## src/rtl/systolic_ctrl.sv

```systemverilog
// ---------------------------------------------------------------------------
// systolic_ctrl
//   Sequencer for a SIZE x SIZE systolic MAC array. The host fills the A and B
//   operand buffers while idle. On start the controller pulses the array
//   clear, streams skewed A rows / B columns into the array edges, waits for
//   the last operands to reach the far corner, and then drains the SIZE^2
//   accumulators over a valid/ready result stream in row-major order.
//
// Ports
//   clk, reset              clock, synchronous active-high reset
//   start                   begin a multiply (sampled only in IDLE)
//   busy / done             state != IDLE / one-cycle pulse after last result
//   wr_en, wr_sel           buffer write strobe, 0 = A, 1 = B (IDLE only)
//   wr_row, wr_col, wr_data element index and operand byte
//   array_clear             accumulator clear (array reset = reset | clear)
//   a_in / valid_a          row feeds, lane i at a_in[8*i +: 8]
//   b_in / valid_b          column feeds, lane j at b_in[8*j +: 8]
//   acc_in                  accumulators, PE[r][c] at [32*(r*SIZE+c) +: 32]
//   res_valid/res_ready     result stream handshake
//   res_data/res_row/res_col  result value and its index
// ---------------------------------------------------------------------------

// One edge feed lane. Lane LANE starts its SIZE operands LANE cycles into
// FEED, which produces the diagonal skew the array needs. ops holds the
// SIZE operands of this lane, operand k at ops[8*k +: 8].
module systolic_feed_lane #(
  parameter int SIZE = 4,
  parameter int LANE = 0,
  parameter int TW   = 4
) (
  input  logic              feeding,
  input  logic [TW-1:0]     t,
  input  logic [SIZE*8-1:0] ops,
  output logic [7:0]        data,
  output logic              valid
);

  // t == LANE + k selects operand k; matching against constants avoids
  // signed arithmetic on t - LANE.
  always_comb begin
    data  = '0;
    valid = 1'b0;
    if (feeding) begin
      for (int k = 0; k < SIZE; k++) begin
        if (t == TW'(LANE + k)) begin
          data  = ops[k*8 +: 8];
          valid = 1'b1;
        end
      end
    end
  end

endmodule

module systolic_ctrl #(
  parameter int SIZE    = 4,
  parameter int MAC_LAT = 1
) (
  input  logic                        clk,
  input  logic                        reset,
  input  logic                        start,
  output logic                        busy,
  output logic                        done,
  input  logic                        wr_en,
  input  logic                        wr_sel,
  input  logic [$clog2(SIZE)-1:0]     wr_row,
  input  logic [$clog2(SIZE)-1:0]     wr_col,
  input  logic [7:0]                  wr_data,
  output logic                        array_clear,
  output logic [8*SIZE-1:0]           a_in,
  output logic [SIZE-1:0]             valid_a,
  output logic [8*SIZE-1:0]           b_in,
  output logic [SIZE-1:0]             valid_b,
  input  logic [32*SIZE*SIZE-1:0]     acc_in,
  output logic                        res_valid,
  input  logic                        res_ready,
  output logic [31:0]                 res_data,
  output logic [$clog2(SIZE)-1:0]     res_row,
  output logic [$clog2(SIZE)-1:0]     res_col
);

  localparam int RW         = $clog2(SIZE);
  localparam int IW         = $clog2(SIZE*SIZE);
  // Shared phase counter covers FEED (0..2*SIZE-2) and DRAIN (0..SIZE-2+MAC_LAT).
  localparam int CW         = $clog2(3*SIZE + MAC_LAT);
  localparam int FEED_LAST  = 2*SIZE - 2;
  localparam int DRAIN_LAST = SIZE - 2 + MAC_LAT;
  localparam int LAST_IDX   = SIZE*SIZE - 1;

  typedef enum logic [2:0] {
    ST_IDLE,
    ST_CLEAR,
    ST_FEED,
    ST_DRAIN,
    ST_OUTPUT
  } state_t;

  state_t          state_q, state_d;
  logic [CW-1:0]   cnt_q, cnt_d;
  logic [IW-1:0]   idx_q, idx_d;
  logic            done_q;
  logic            hs_last;
  logic            feeding;

  // Operand buffers: a_buf[row][col], b_buf[row][col].
  logic [SIZE-1:0][SIZE-1:0][7:0] a_buf, b_buf;
  // B transposed so each column lane sees its operands as one packed vector.
  logic [SIZE-1:0][SIZE-1:0][7:0] b_col;

  // ---------------------------------------------------------------------
  // Operand buffers: writable only while idle, cleared by reset.
  // ---------------------------------------------------------------------
  always_ff @(posedge clk) begin
    if (reset) begin
      a_buf <= '0;
      b_buf <= '0;
    end else if (state_q == ST_IDLE && wr_en) begin
      if (wr_sel) b_buf[wr_row][wr_col] <= wr_data;
      else        a_buf[wr_row][wr_col] <= wr_data;
    end
  end

  // ---------------------------------------------------------------------
  // State register
  // ---------------------------------------------------------------------
  always_ff @(posedge clk) begin
    if (reset) begin
      state_q <= ST_IDLE;
      cnt_q   <= '0;
      idx_q   <= '0;
      done_q  <= 1'b0;
    end else begin
      state_q <= state_d;
      cnt_q   <= cnt_d;
      idx_q   <= idx_d;
      done_q  <= hs_last;
    end
  end

  assign hs_last = (state_q == ST_OUTPUT) && res_ready && (idx_q == IW'(LAST_IDX));

  // ---------------------------------------------------------------------
  // Next-state logic
  // ---------------------------------------------------------------------
  always_comb begin
    state_d = state_q;
    cnt_d   = cnt_q;
    idx_d   = idx_q;
    case (state_q)
      ST_IDLE: begin
        if (start) state_d = ST_CLEAR;
      end
      ST_CLEAR: begin
        state_d = ST_FEED;
        cnt_d   = '0;
      end
      ST_FEED: begin
        if (cnt_q == CW'(FEED_LAST)) begin
          state_d = ST_DRAIN;
          cnt_d   = '0;
        end else begin
          cnt_d = cnt_q + 1'b1;
        end
      end
      ST_DRAIN: begin
        if (cnt_q == CW'(DRAIN_LAST)) begin
          state_d = ST_OUTPUT;
          cnt_d   = '0;
        end else begin
          cnt_d = cnt_q + 1'b1;
        end
      end
      ST_OUTPUT: begin
        if (res_ready) begin
          if (idx_q == IW'(LAST_IDX)) begin
            state_d = ST_IDLE;
            idx_d   = '0;
          end else begin
            idx_d = idx_q + 1'b1;
          end
        end
      end
      default: begin
        state_d = ST_IDLE;
        cnt_d   = '0;
        idx_d   = '0;
      end
    endcase
  end

  // ---------------------------------------------------------------------
  // Status and result outputs
  // ---------------------------------------------------------------------
  assign busy        = (state_q != ST_IDLE);
  assign done        = done_q;
  assign array_clear = (state_q == ST_CLEAR);
  assign res_valid   = (state_q == ST_OUTPUT);
  assign feeding     = (state_q == ST_FEED);

  // Row-major idx maps directly onto the flat accumulator bus.
  assign res_row = RW'(idx_q / IW'(SIZE));
  assign res_col = RW'(idx_q % IW'(SIZE));

  always_comb begin
    res_data = '0;
    for (int k = 0; k < SIZE*SIZE; k++) begin
      if (idx_q == IW'(k)) res_data = acc_in[k*32 +: 32];
    end
  end

  // ---------------------------------------------------------------------
  // Edge feed lanes
  // ---------------------------------------------------------------------
  for (genvar j = 0; j < SIZE; j++) begin : g_bcol
    for (genvar r = 0; r < SIZE; r++) begin : g_brow
      assign b_col[j][r] = b_buf[r][j];
    end
  end

  for (genvar i = 0; i < SIZE; i++) begin : g_lane
    systolic_feed_lane #(.SIZE(SIZE), .LANE(i), .TW(CW)) u_a_lane (
      .feeding (feeding),
      .t       (cnt_q),
      .ops     (a_buf[i]),
      .data    (a_in[i*8 +: 8]),
      .valid   (valid_a[i])
    );
    systolic_feed_lane #(.SIZE(SIZE), .LANE(i), .TW(CW)) u_b_lane (
      .feeding (feeding),
      .t       (cnt_q),
      .ops     (b_col[i]),
      .data    (b_in[i*8 +: 8]),
      .valid   (valid_b[i])
    );
  end

endmodule

```

## config.mk

```make
export PLATFORM = sky130hd
export DESIGN_NAME = systolic_ctrl
export DESIGN_NICKNAME = d
export VERILOG_FILES = /design/src/rtl/systolic_ctrl.sv
export SDC_FILE = /design/constraint.sdc
export NUM_CORES = 1
export LEC_CHECK = 0
export CORE_AREA = 2 2 248 250
export CTS_BUF_LIST = sky130_fd_sc_hd__clkbuf_4 sky130_fd_sc_hd__clkbuf_8
export DETAILED_ROUTE_END_ITERATION = 8
export DIE_AREA = 0 0 250 252
export PLACE_DENSITY_LB_ADDON = 0.3
export SYNTH_ARGS = -nofsm -noshare
export SYNTH_HDL_FRONTEND = slang
export SYNTH_SLANG_ARGS = --single-unit
```

## constraint.sdc

```tcl
create_clock -name clk -period 2.4 [get_ports clk]
set_input_delay 0.6 -clock clk [delete_from_list [all_inputs] [get_ports clk]]
set_output_delay 0.6 -clock clk [all_outputs]
set_load 0.01 [all_outputs]
```

* Yosys cells after proc, flatten, opt, wreduce, memory -nomap -nowiden *
Cells that the tools add are included.

word-level totals
  bits in registers = 268
  input bits = 530
  output and inout port bits = 112
  word-level logic and storage cells = 183

operators by class
  add/subtract/negate cells = 2
  $lt $le $gt $ge = 4
  equality and inequality tests = 30
  multiplexer cells = 94
  bitwise gates (word level) = 2
  reduce and logical (&&, ||, !) cells = 15

operator list
  cell                 number
  $mux 32              17
  $mux 8               41
  $bwmux 128           2
  $demux 32 s2         1
  $eq 4x4->1 const B   8
  $eq 4x3->1 const B   7
  $mux 1               20
  $demux 8 s2          1
  $eq 4x2->1 const B   4
  $mux 4               4
  $mux 3               5
  $pmux 3 s5           1
  $pmux 4 s3           1
  $add 4x1->4 const B  2
  $eq 4x1->1 const B   2
  $logic_not 4->1      2
  $pmux 4 s2           1
  $eq 3x2->1 const B   2
  $lt 2x3->1 const B   2
  $ne 2x1->1 const B   3
  $reduce_and 2->1     3
  $logic_and 1x1->1    5
  $reduce_and 5->1     1
  $ge 2x1->1 const B   2
  other kinds (8)      10

* Longest topological paths before layout *
Gate-level depths: netlist (run 1).

  depth in word-level cells = 17
  gate-level depth with buffers = 10

* Modules after synthesis *
A second synthesis (run 1) with hierarchy kept.

unflattened totals
  cell total of the unflattened synthesis = 2265
  area total of the unflattened synthesis = 17890.9 µm²

by module, submodules not included
  module                                        instances  cells an instance  area an instance (µm²)  sequential area each (µm²)
  systolic_ctrl                                 1          1875               15078.2                 5365.1
  systolic_feed_lane at g_lane[3].u_a_lane ...  2          59                 429.2                   0.0
  systolic_feed_lane at g_lane[1].u_a_lane ...  2          61                 395.4                   0.0
  systolic_feed_lane at g_lane[2].u_a_lane ...  2          44                 324.1                   0.0
  systolic_feed_lane at g_lane[0].u_a_lane ...  2          31                 257.7                   0.0

* Worst setup path after synthesis (run 1) *
OpenSTA, ideal clock, no wires.

  kind = reg-to-output
  from = register idx_q[0]
  to = output port res_data[0]
  arrival time = 2.149 ns
  required time = 1.800 ns
  slack = -0.349 ns
  cell stages (with the launch flop) = 10
  cells stage by stage = dfxtp_1 inv_1 ha_1 clkbuf_1 or3b_1 o211ai_1 clkbuf_1 o21ai_0 a211oi_1 o22ai_1

between the ends
  longest elaborated chain between the ends = 17
  elaborated cells on any way between the ends = 32
  classes of those cells = eq/ne: 15; mux: 16; reduce/logical: 1

ends and longest elaborated chain
  element                 line  text
  from (decl)             100   logic [IW-1:0] idx_q, idx_d;
  from (signal assigned)  135   idx_q <= idx_d;
  $logic_not 4->1         207   if (idx_q == IW'(k)) res_data = acc_in[k*32 +: 32];
  $mux 32 (15 in series)  207
  $mux 32 *               207
  to (decl)               77    output logic [31:0] res_data,

Mark *: on every way between the ends. The rest lies on a longest branch, timed or not.

* Final worst setup path (run 1) *
  from = register idx_q[1]
  to = output port res_data[1]

Same word-level chain as after synthesis.

==> results_dict.tcl, run 1 <==
set metrics [dict create \
    crit_slowest_cell "or3b_4" \
    worst-path-max-fanout 6 \
    cts_made_buffers 45 \
    synth_area_per_cell_um2 7.40 \
    finalHoldViolations 0 \
    critPathLaunchType "flop" \
    synthCells 2188 \
    pre_cts_ws_ns -1.45 \
    synth_compound_area_share_pct 31.2 \
    synth-edff-count 0 \
    yosysTopAreaCellShare_pct 33.1 \
    ys_seq_area_share_pct 33.1 \
    dp_hpwl_um 89200 \
    fp.dieH_um 252 \
    syn_nets 2726 \
    min_path_type "input pin to flop" \
    num_vias 22400 \
    finalSetupTns_ns -70.56 \
    final_util_pct 51.7 \
    fin_ws_ns -1.13 \
    powerDensity_nw_per_um2 384 \
    firstDrtPassIters 6 \
    fin_skew_ns 0.0241 \
    synth_top_family_by_area "compound AO/OA/AOI/OAI gates" \
    cts-root-buf "clkbuf_8" \
    grt_pass1_wl_um 161000 \
    fp.dieArea_um2 63000 \
    post_dp_cell_area_um2 26100 \
    relSlewSlack_pct 62.2 \
    crit_required_ns 1.80 \
    ys.warnings.count 0 \
    postRouteWirelength_um 119000 \
    path_depth 11 \
    place_congestion 1.04 \
    period_minus_slack_ns 3.53 \
    yosys.area_share.simple_pct 20.9 \
    crit_type "flop to output pin" \
    cp-endpoint "res_data[1]" \
    finalCritPeriodShare_pct 147 \
    syn-cell-area_um2 16200 \
    path_delay_family "compound AO/OA/AOI/OAI gates" \
    arrival_ns 2.93 \
    ys_seq_elements 268 \
    grt_start_max_net_pins 71 \
    ff2ff_path_depth 7 \
    stdcell_area_um2 31100 \
    fmax_ghz 0.283 \
    ir_worst_vdd_mv 0.437 \
    cap_violations 0 \
    cts_tree "yes" \
    slowest_delay_ns 0.40 \
    clkSinkCount 268 \
    setup_violations 103 \
    tightest_slew_ns 0.568 \
    drtIter0Drc 2343 \
    worst-path-buf-inv 5 \
    antenna_found_initial 33 \
    clkTransAtPathRegs_ns 0.06 \
    clockBufferDepth 3 \
    core-area_um2 60100 \
    clock_latency_ns 0.60 \
    track_usage_pct 35.2 \
    rrSetupSlack_ns 0.09 \
    h-tree-depth 2 \
    wl_per_cell_um 30.0 \
    yosys.cell_types.count 53 \
    synth_xor_xnor_area_share_pct 0.0541 \
    synth_top_area_cell "dfxtp_1" \
    dp_cells 3739 \
    stdcell_count 3967 \
    start_util_pct 26.9 \
    via_per_inst 5.65 \
    synth_fa_ha_area_share_pct 0.618 \
    ant_nets 0 \
    cp-end-kind "output pin" \
    io_pins 642 \
    portBuffers 641 \
    path_common_cell "buf_6" \
    violations "negative setup slack" \
    cts_hold_buf 0 \
    leakage_nw 11.3 \
    drv_slew 0 \
    timing.rr.start "state_q[2]" \
    worstSetupStartpoint "idx_q[1]" \
    grt_pass1_vias 21800 \
    ys_top_cells_by_area "dfxtp_1 (33%), a21oi_1 (9.1%), mux2i_1 (7.8%), nand2_1 (6.7%), o22ai_1 (5.7%)" \
    drc_errors 0 \
    syn_to_final_growth_pct 92.1 \
    synth.area.mux_share_pct 7.79 \
    row_count 90 \
    drive_gt1_share_pct 32.1 \
    status "finished, violations left" \
    ys_async_sr_fraction_pct 0 \
    overflow 0 \
    whs_ns 0.387 \
    power_mw 11.9 \
    nets 3671 \
    synth_flop_cell "dfxtp_1" \
    path_cells "inv_4, ha_4, or3b_4, o211ai_1, buf_4, buf_8, buf_6, o21ai_4, a211oi_4, o22ai_4, buf_6" \
    die_x_um 250 \
    reg2reg_to "a_buf[127]" \
    grt_setup_unrepaired "true" \
]
==> where the power goes <==
part | leakage [nW] | switching [mW] | internal [mW]
sequential | 2.17 | 0.0324 | 4.48
clock | 0.524 | 1.94 | 2.53
combinational | 8.59 | 1.34 | 1.61
==> flip-flops by register name (all words and copies together), names as in the netlist <==
signal   count
state_q      3
done         1
idx_q        4
b_buf      128
a_buf      128
cnt_q        4
==> routing by layer <==
layer | wire length [µm] | track usage, % | share of wire, % | vias up
met3 | 12000 | 9.51 | 10 | 245
li1 | - | - | - | 9928
met5 | 147 | 0 | 0.12 | -
met4 | 5960 | 15.6 | 5.0 | 24
met2 | 53200 | 56.0 | 45 | 1278
met1 | 47700 | 44.8 | 40 | 10900
==> logic make-up after synthesis <==
kind of cell	after synthesis
compound gates	816
fa+ha+maj	8
mux	126
buf+inv	246
flops	268
xor+xnor	1
simple gates	723
==> cell usage in the layout, fill, tap and decap left out, drive strengths merged, types with 62 or more instances in the layout <==
cell	instances
a21oi	295
a22oi	78
buf	589
clkbuf	80
clkdlybuf4s50	531
dfxtp	268
mux2i	126
nand2	291
nor2	211
nor3	62
o21ai	123
o22ai	147
==> what timing repair did <==
item | 4_1_cts | 5_1_grt
pin swaps | 185 | 158
buffers inserted | 92 | 51
gates cloned | 20 | 7
hold endpoints to repair | 0 | 0
setup endpoints to repair | 108 | 107
gates resized for setup | 825 | 220
==> synth_stat cells (all sizes together) (2+ instances only) <==
master / number
a211oi: 33
a21oi: 295
a221o: 16
a221oi: 53
a222oi: 16
a22o: 12
a22oi: 78
a31oi: 2
and2: 7
buf: 58
clkbuf: 179
dfxtp: 268
ha: 8
inv: 9
mux2i: 126
nand2: 291
nand2b: 38
nand3: 51
nand3b: 2
nand4: 5
nor2: 211
nor2b: 38
nor3: 62
nor4b: 2
o211ai: 34
o21ai: 123
o22ai: 147
or2: 5
or3: 4
or3b: 2
==> cell type report <==
| class | count | area [µm²] |
|---|---|---|
| multi-input combinational | 1675 | 12000 |
| tap | 782 | 978 |
| inverter | 9 | 56.3 |
| antenna | 15 | 37.5 |
| fill | 5456 | 29000 |
| sequential | 268 | 5390 |
| timing repair buffer | 1134 | 11600 |
| clock buffer | 71 | 871 |
| clock inverter | 13 | 119 |
==> worst min-delay path by stage <==
| stage | from | cells after the start | to |
|---|---|---|---|
| final | reset | 2 | a_buf[118] |
| after global routing | reset | 2 | a_buf[119] |
| after CTS | reset | 2 | a_buf[123] |
| after detailed placement | b_buf[1] | 2 | b_buf[1] |
| after global placement | b_buf[112] | 2 | b_buf[112] |
| after floorplan | b_buf[119] | 2 | b_buf[119] |
Power figures use the tool's default switching activity.
==> inputs of run 2 (changes only) <==
--- a/config.mk
+++ b/config.mk
@@ -5,10 +5,10 @@
 export SDC_FILE = /design/constraint.sdc
 export NUM_CORES = 1
 export LEC_CHECK = 0
-export CORE_AREA = 2 2 248 250
+export CORE_AREA = 2 2 251 253
 export CTS_BUF_LIST = sky130_fd_sc_hd__clkbuf_4 sky130_fd_sc_hd__clkbuf_8
 export DETAILED_ROUTE_END_ITERATION = 8
-export DIE_AREA = 0 0 250 252
+export DIE_AREA = 0 0 253 255
 export PLACE_DENSITY_LB_ADDON = 0.3
 export SYNTH_ARGS = -nofsm -noshare
 export SYNTH_HDL_FRONTEND = slang
==> run 2 against run 1 <==
- the run still ends with negative setup slack left
- worst hold slack better by 0.0049 ns
- register-to-register slack better by 0.02 ns
- clock power down 2%
- setup slack better by 0.0076 ns
- maximum frequency up 0.22%
- count of clock-buffer cells in the layout up 1
- routed wire length down 6.3%
- core utilization down 3.3 points
- critical path depth unchanged
- design area down 3.2%
- sequential share of layout area up 0.55 points
- critical path type unchanged
- largest power group unchanged
- highest routed layer unchanged
==> results_dict.tcl, run 2 (synthesis results as in run 1) <==
set metrics [dict create \
    finalCritPeriodShare_pct 147 \
    core-area_um2 62200 \
    h-tree-depth 2 \
    ir_worst_vdd_mv 0.371 \
    drive_gt1_share_pct 30.4 \
    crit_slowest_cell "or3b_4" \
    hold_start "reset" \
    cts-root-buf "clkbuf_8" \
    worst-path-max-fanout 4 \
    arrival_ns 2.93 \
    dp_cells 3709 \
    relSlewSlack_pct 57.0 \
    fmax_ghz 0.284 \
    cts_made_buffers 45 \
    fin_skew_ns 0.0420 \
    timing.rr.start "state_q[2]" \
    period_minus_slack_ns 3.53 \
    num_vias 21800 \
    grt_setup_unrepaired "true" \
    fp.dieArea_um2 64500 \
    fp.dieH_um 255 \
    clkTransAtPathRegs_ns 0.06 \
    start_util_pct 26.1 \
    layout_commonest_cell "clkdlybuf4s50_1" \
    ant_nets 0 \
    drc_errors 0 \
    portBuffers 641 \
    via_per_inst 5.55 \
    stdcell_count 3928 \
    drv_slew 0 \
    cap_violations 0 \
    setup_violations 102 \
    cts_hold_buf 0 \
    antenna_found_initial 37 \
    dp_hpwl_um 83800 \
    grt_start_max_net_pins 91 \
    die_x_um 253 \
    nets 3614 \
    final_cell_mix "clkdlybuf4s50_1 (530), nand2_1 (283), buf_4 (273)" \
    worstSetupStartpoint "idx_q[0]" \
    grt_pass1_vias 21100 \
    fin_ws_ns -1.13 \
    cts_tree "yes" \
    overflow 0 \
    finalHoldViolations 0 \
    status "finished, violations left" \
    critPathLaunchType "flop" \
    powerDensity_nw_per_um2 388 \
    place_congestion 0.984 \
    whs_ns 0.392 \
    track_usage_pct 32.1 \
    violations "negative setup slack" \
    crit_required_ns 1.80 \
    grt_pass1_wl_um 151000 \
    reg_top3 "a_buf: 128 flops, b_buf: 128 flops" \
    clockBufferDepth 3 \
    postRouteWirelength_um 111000 \
    wl_per_cell_um 28.4 \
    path_cells "inv_4, ha_4, or3b_4, o211ai_1, buf_4, clkbuf_16, buf_6, o21ai_1, a211oi_2, o22ai_2, buf_2" \
    syn_to_final_growth_pct 86.0 \
    tightest_slew_ns 0.645 \
    io_pins 642 \
    crit_type "flop to output pin" \
    firstDrtPassIters 8 \
    slowest_delay_ns 0.41 \
    clkSinkCount 268 \
    row_count 92 \
    clock_latency_ns 0.60 \
    min_path_type "input pin to flop" \
    leakage_nw 10.8 \
    drtIter0Drc 1961 \
    cp-end-kind "output pin" \
]
==> run 2: worst paths after layout <==
path | endpoint | slack (ns) | cells after the start
max | res_data[11] | -1.13 | 11
max reg2reg | a_buf[61] | 0.11 | 7
min reg2reg | b_buf[116] | 0.45 | 2
min | a_buf[105] | 0.39 | 2
==> run 2: metal layers <==
metal  GRT usage [%]  vias to the layer above  part of all wire [%]
met2            51.9                     1124                    46
met3            8.66                      225                   9.5
met5               0                        -                  0.13
met1            40.7                    10600                    40
met4            12.4                       24                   4.4
li1                -                     9795                     -
==> run 2: timing repair <==
item                       4_1_cts  5_1_grt
gates cloned                    13        6
resized for setup              738      201
setup buffers                   93       36
setup endpoints to repair      109      106
pin swaps                      174      153
==> run 2: stage by stage <==
stage	setup WS, ns	utilization [%]	instance area, µm²	total power, mW	setup TNS [ns]
6_report	-1.13	48.5	30100	11.7	-72.64
2_1_floorplan	-0.0343	-	16300	5.27	-0.847
5_1_grt	-1.20	48.5	30100	12.0	-79.76
3_3_place_gp	-1.31	41.5	25800	6.87	-78.68
3_5_place_dp	-1.24	41.5	25800	6.88	-82.94
4_1_cts	-1.19	46.8	29100	11.6	-77.99
==> run 2: area by class of cell <==
| type | count | area (µm²) |
|---|---|---|
| Fill cell | 5842 | 32000 |
| Multi-Input combinational cell | 1675 | 11800 |
| Timing Repair Buffer | 1077 | 10900 |
| Sequential cell | 268 | 5380 |
| Tap cell | 799 | 1000 |
| Clock buffer | 72 | 922 |
| Clock inverter | 8 | 52.6 |
| Antenna cell | 20 | 50.0 |
| Inverter | 9 | 45.0 |
==> run 2: report_power, final <==
part	switching, mW	internal [mW]	total (mW)
registers	0.0293	4.48	4.51
clock network	1.95	2.44	4.39
logic	1.25	1.51	2.77
total	3.23	8.44	11.7
==> run 2: worst max-delay path: cells and delay by family (launching register included) <==
kind                       cells  cell delay (ns)
DFF                            1             0.38
adders and majority gates      1             0.16
buffers and inverters          5             0.67
and+or+nand+nor                1             0.41
AOI/OAI and AO/OA              4             0.74
